**src/rtl/unified_mem_arbiter.sv**
```systemverilog
// Arbiter sharing one single-ported memory between fetch and load/store.
// Load/store wins ties; a starvation guard forces a fetch grant after a run of data grants.
module unified_mem_arbiter #(
  parameter int ADDR_W     = 32,
  parameter int DATA_W     = 32,
  parameter int STARVE_LIM = 4
) (
  input  logic                clk,
  input  logic                rst,
  input  logic                if_req,
  input  logic [ADDR_W-1:0]   if_addr,
  output logic                if_gnt,
  output logic                if_rvalid,
  output logic [DATA_W-1:0]   if_rdata,
  input  logic                dm_req,
  input  logic                dm_we,
  input  logic [ADDR_W-1:0]   dm_addr,
  input  logic [DATA_W-1:0]   dm_wdata,
  input  logic [DATA_W/8-1:0] dm_be,
  output logic                dm_gnt,
  output logic                dm_rvalid,
  output logic [DATA_W-1:0]   dm_rdata,
  output logic                mem_req,
  output logic                mem_we,
  output logic [ADDR_W-1:0]   mem_addr,
  output logic [DATA_W-1:0]   mem_wdata,
  output logic [DATA_W/8-1:0] mem_be,
  input  logic                mem_gnt,
  input  logic                mem_rvalid,
  input  logic [DATA_W-1:0]   mem_rdata,
  output logic                busy
);

  typedef enum logic [1:0] {
    IDLE,
    REQ,
    RSP
  } state_t;

  localparam logic [3:0] LIM = 4'(STARVE_LIM);

  state_t     state;
  logic       owner_dm;
  logic [3:0] starve_cnt;
  logic       sel_dm;
  logic       sel_if;
  logic       starved;

  // Fetch is starved only if it is actually waiting at the limit.
  assign starved = if_req && (starve_cnt == LIM);

  always_comb begin
    sel_dm = 1'b0;
    sel_if = 1'b0;
    if (state == IDLE) begin
      sel_dm = dm_req && !starved;
      sel_if = if_req && !sel_dm;
    end
  end

  assign if_gnt    = sel_if;
  assign dm_gnt    = sel_dm;
  assign if_rvalid = (state == RSP) && mem_rvalid && !owner_dm;
  assign dm_rvalid = (state == RSP) && mem_rvalid && owner_dm;
  assign if_rdata  = mem_rdata;
  assign dm_rdata  = mem_rdata;
  assign busy      = (state != IDLE);

  always_ff @(posedge clk or posedge rst) begin
    if (rst) begin
      state      <= IDLE;
      owner_dm   <= 1'b0;
      starve_cnt <= '0;
      mem_req    <= 1'b0;
      mem_we     <= 1'b0;
      mem_addr   <= '0;
      mem_wdata  <= '0;
      mem_be     <= '0;
    end else begin
      unique case (state)
        IDLE: begin
          if (sel_dm) begin
            owner_dm  <= 1'b1;
            mem_req   <= 1'b1;
            mem_we    <= dm_we;
            mem_addr  <= dm_addr;
            mem_wdata <= dm_wdata;
            mem_be    <= dm_be;
            state     <= REQ;
            if (!if_req)
              starve_cnt <= '0;
            else if (starve_cnt != LIM)
              starve_cnt <= starve_cnt + 4'd1;
          end else if (sel_if) begin
            owner_dm   <= 1'b0;
            mem_req    <= 1'b1;
            mem_we     <= 1'b0;
            mem_addr   <= if_addr;
            mem_wdata  <= '0;
            mem_be     <= '1;
            state      <= REQ;
            starve_cnt <= '0;
          end else if (!if_req) begin
            starve_cnt <= '0;
          end
        end
        REQ: begin
          if (mem_gnt) begin
            mem_req <= 1'b0;
            state   <= RSP;
          end
        end
        RSP: begin
          if (mem_rvalid)
            state <= IDLE;
        end
        default: state <= IDLE;
      endcase
    end
  end

endmodule

```
**config.mk**
```make
export PLATFORM = sky130hd
export DESIGN_NAME = unified_mem_arbiter
export DESIGN_NICKNAME = d
export VERILOG_FILES = /design/src/rtl/unified_mem_arbiter.sv
export SDC_FILE = /design/constraint.sdc
export NUM_CORES = 1
export LEC_CHECK = 0
export CAP_MARGIN = 25
export CELL_PAD_IN_SITES_DETAIL_PLACEMENT = 0
export CELL_PAD_IN_SITES_GLOBAL_PLACEMENT = 1
export CORE_MARGIN = 2
export CORE_UTILIZATION = 26
export DETAILED_ROUTE_END_ITERATION = 7
export GPL_TIMING_DRIVEN = 0
export PLACE_DENSITY = 0.94
export SYNTH_ARGS = -nofsm -noshare
export SYNTH_HDL_FRONTEND = slang
export SYNTH_SLANG_ARGS = --single-unit
```
**constraint.sdc**
```tcl
create_clock -name clk -period 6.6 [get_ports clk]
set_clock_uncertainty 0.2 [all_clocks]
set_input_delay 1.32 -clock clk [delete_from_list [all_inputs] [get_ports clk]]
set_output_delay 1.32 -clock clk [all_outputs]
set_load 0.02 [all_outputs]
```
Yosys cells after proc, flatten, opt, wreduce, memory -nomap -nowiden:

Cells that the tools add are included.

* flip-flop bits (word level): 77
* bits of input ports: 139
* word-level logic and storage cells: 60
* output and inout bits: 139

* muxes and demuxes: 25
* equality and inequality tests: 9
* reduce and logical (&&, ||, !) cells: 17
* $add $sub $neg: 1

Operators with widths (number)
* $mux W32: 4
* $mux W4: 7
* $reduce_and A3 Y1: 3
* $mux W1: 8
* $mux W2: 4
* $logic_and A1 B1 Y1: 6
* $pmux W2 S3: 1
* $reduce_bool A2 Y1: 3
* $add A4 B1 Y4 const B: 1
* $eq A4 B3 Y1 const B: 1
* $ne A2 B2 Y1 const B: 2
* $ne A4 B3 Y1 const B: 1
* $logic_not A1 Y1: 3
* $ne A3 B1 Y1 const B: 1
* $ne A3 B2 Y1 const B: 1
* $ne A3 B3 Y1 const B: 1
* $eq A2 B1 Y1 const B: 1
* $eq A2 B2 Y1 const B: 1
* $logic_not A2 Y1: 1
* $pmux W1 S2: 1
* $reduce_and A2 Y1: 1

Logic depth before layout (Yosys ltp):

* depth in word-level cells: 10
* gate-level depth with buffers: 7
* gate-level depth less buffers: 6

Worst setup path before layout:

Ideal clock, no wire load.

* path type: input-to-output
* from: input port if_req
* to: output port dm_gnt
* cell stages on the path: 4
* arrival: 1.936 ns
* path slack: 3.144 ns
* path buffers: 1
* data required time: 5.080 ns
* path through: nand4b_1 nand3_1 inv_2 buf_2

* cells in the longest elaborated chain, start to end: 4

Ends and longest elaborated chain
* from (decl): RTL line 10 `input logic if_req,`
* $logic_and A1 B1 Y1: RTL line 50 `assign starved = if_req && (starve_cnt == LIM);`
* $logic_not A1 Y1: RTL line 56 `sel_dm = dm_req && !starved;`
* $logic_and A1 B1 Y1: RTL line 56
* $mux W1: RTL line 55 `if (state == IDLE) begin`
* to (decl): RTL line 20 `output logic dm_gnt,`

Every way passes these cells.

Worst setup path after layout:

Same ends and word-level chain as after synthesis.

==> results.md <==
- Status: finished clean
- Worst IR drop on VDD: 0.223 mV
- Clock transition at the registers of the reported paths: 60 ps
- Cts repair resizes: 0
- Hold buffers post-CTS: 0
- Max-cap violation count: 0
- Postcts setup bufs: 0
- TNS Setup: 0 ps
- CTS tree: built
- Root buf cell: clkbuf_16
- Die height: 126 um
- Crit path kind: input port to output port
- Largest net degree at the start of global routing: 41
- CTS buffer count: 9
- DRC Markers: 0
- Most used cell, CP: clkdlybuf4s50_1
- Yosys reg bits: 77
- Routed Antenna Nets: 0
- Max Freq: 0.206 GHz
- Power Density: 407 nW/um2
- Place WS: 1720 ps
- Remaining Overflow, GRT: 0
- Routed wire length per instance: 16.5 um
- CTS H-tree lvls: 3
- Mapped Nets: 520
- Slew HR: 0.622
- Via count: 3884
- Initial drt markers: 148
- Unrepaired setup endpoints after global routing: false
- Via density: 4.71
- Global-route wire length before repair: 21600 um
- Syn_area_per_cell: 10.2 um2
- Yosys cell types: 34
- Initial antenna violation count: 0
- Slowest cell delay on critical path: 650 ps
- Asr flop ratio synth: 1.00
- DIE WIDTH: 126 um
- I/O Buffers: 245
- Hold crit path type: flop to flop
- 1st-pass router iterations: 4
- Diode count: 0
- Number of global-route vias before repair: 4030
- Synthesized instance count: 379
- Number of core rows: 44
- Critical path peak fanout: 10
- Gr usage total: 0.171
- Fin worst setup slack: 1750 ps
- Final instance area: 6870 um2
- Share of cells above drive strength 1: 0.179
- Top FF cell, synth: dfrtp_1
- Crit. End Element: output port
- Final worst path period share: 0.736
- I/O pins: 278
- Routed wire length: 13600 um
- Area post-placement: 6570 um2
- Leak: 2.92 nW
- EDFF count, synth: 0
- Critical Path RT: 5080 ps
- CP Data Arrival Time: 3330 ps
- Post-DP HPWL: 10600 um
- Register area share after synthesis: 0.499
- Clock latency on the worst-skew pair: 340 ps
- Initial Utilization: 0.266
- Clk buf depth: 2
- Minimum clock period after layout: 4850 ps
- Final Wtd Congestion: 0.858
- Worst-Margin Slew: 566 ps
- Die Area: 15900 um2
- Core footprint: 14500 um2
- Area growth syn-to-layout: 77.8%
- CP cell instances: clkdlybuf4s50_1, nand4b_1, nand3_1, inv_2, buf_2, clkdlybuf4s50_1
- Crit-path slowest cell: clkdlybuf4s50_1
- Post-Syn Area: 3860 um2
- Fin. max-slew vios: 0
- Warnings from Yosys: 0
- Setup violators final: 0
- Critical path startpoint category: input port
- Nets: 777
- CTS Sinks: 77
- Final hold violations: 0
-- flip-flops by register name (all words and copies together) (netlist names) --
| name | flops |
|---|---|
| mem_wdata | 32 |
| mem_we | 1 |
| owner_dm | 1 |
| mem_req | 1 |
| state | 2 |
| mem_addr | 32 |
| mem_be | 4 |
| starve_cnt | 4 |
-- per-layer routing --
| metal | share of wire | GRT usage | up-vias | routed length (um) |
|---|---|---|---|---|
| met5 | 0 | 0 | - | 0 |
| met4 | 0.025 | 0.0569 | 0 | 337 |
| met3 | 0.11 | 0.0743 | 17 | 1510 |
| met2 | 0.48 | 0.280 | 215 | 6460 |
| met1 | 0.39 | 0.202 | 1841 | 5270 |
| li1 | - | - | 1811 | - |
-- logic make-up (layout without fill, tap and decap cells) --
family                     Yosys count  after routing  share of synthesized area
AOI/OAI and AO/OA                  114            114                      0.229
buffers and inverters               99            361                      0.169
DFF                                 77             77                      0.499
and+or+nand+nor                     87             87                     0.0968
adders and majority gates            2              2                    0.00648
-- cells in the final DEF (no fill, tap or decap), types with 2 or more instances in the layout --
master           count
clkdlybuf4s50_1    245
dfrtp_1             77
buf_4               68
nor2_1              64
a21oi_1             35
a22o_1              33
a221oi_1            28
buf_2               21
clkbuf_16            9
nand2_1              7
inv_1                5
o22a_1               4
a221oi_2             4
clkbuf_1             3
nand3_1              3
clkinvlp_4           3
and2_1               2
nand2b_1             2
o22ai_1              2
o21ai_0              2
ha_1                 2
-- area by class of cell --
cell class / instances / area [um2]
fill: 1359 / 7660
timing repair buffer: 246 / 2470
sequential: 77 / 1930
multi-input combinational: 203 / 1280
buffer: 92 / 627
tap: 184 / 230
clock buffer: 9 / 225
clock inverter: 7 / 75.1
inverter: 7 / 28.8
-- cell usage after synthesis, types with 2 or more instances --
| cell | instances | share of area |
|---|---|---|
| dfrtp_1 | 77 | 0.50 |
| nand2b_1 | 2 | 0.0032 |
| o22ai_1 | 2 | 0.0032 |
| ha_1 | 2 | 0.0065 |
| clkbuf_1 | 3 | 0.0029 |
| nor2_1 | 64 | 0.062 |
| nand3_1 | 3 | 0.0039 |
| inv_1 | 6 | 0.0058 |
| nand2_1 | 7 | 0.0068 |
| o22a_1 | 4 | 0.0091 |
| a21oi_1 | 35 | 0.045 |
| a221oi_2 | 4 | 0.016 |
| o21ai_0 | 2 | 0.0026 |
| a22o_1 | 33 | 0.075 |
| buf_2 | 21 | 0.027 |
| and2_1 | 2 | 0.0032 |
| buf_4 | 68 | 0.13 |
| a221oi_1 | 28 | 0.063 |
-- worst paths after layout --
kind | to | slack (ps) | cells after the start | start
min in group asynchronous | mem_wdata[10] | 1160 | 2 | rst
worst min-delay path | owner_dm | 310 | 1 | owner_dm
worst min register to register | owner_dm | 310 | 1 | owner_dm
worst max-delay path | dm_gnt | 1750 | 6 | if_req
max in group asynchronous | mem_addr[17] | 4440 | 3 | rst
worst max register to register | mem_addr[27] | 4430 | 6 | starve_cnt[0]
-- power by group --
group / switching [W] / leakage, nW / internal (W)
Clock: 0.000205 / 0.138 / 0.000294
Sequential: 0.000133 / 0.915 / 0.000682
Combinational: 0.000772 / 1.87 / 0.000707
-- stage by stage --
stage	hold WS (ps)	util	std cells	power (W)
floorplan	266	-	379	0.00161
global placement	279	0.450	808	0.00228
detailed placement	291	0.452	809	0.00231
CTS	311	0.473	825	0.00282
global route	321	0.473	825	0.00297
finish	306	0.473	825	0.00279
-- worst max-delay path: cells and delay by family --
| family | cells | cell delay [ps] |
|---|---|---|
| buf+inv | 4 | 1630 |
| simple gates | 2 | 380 |
(Power assumes the default switching activity.)
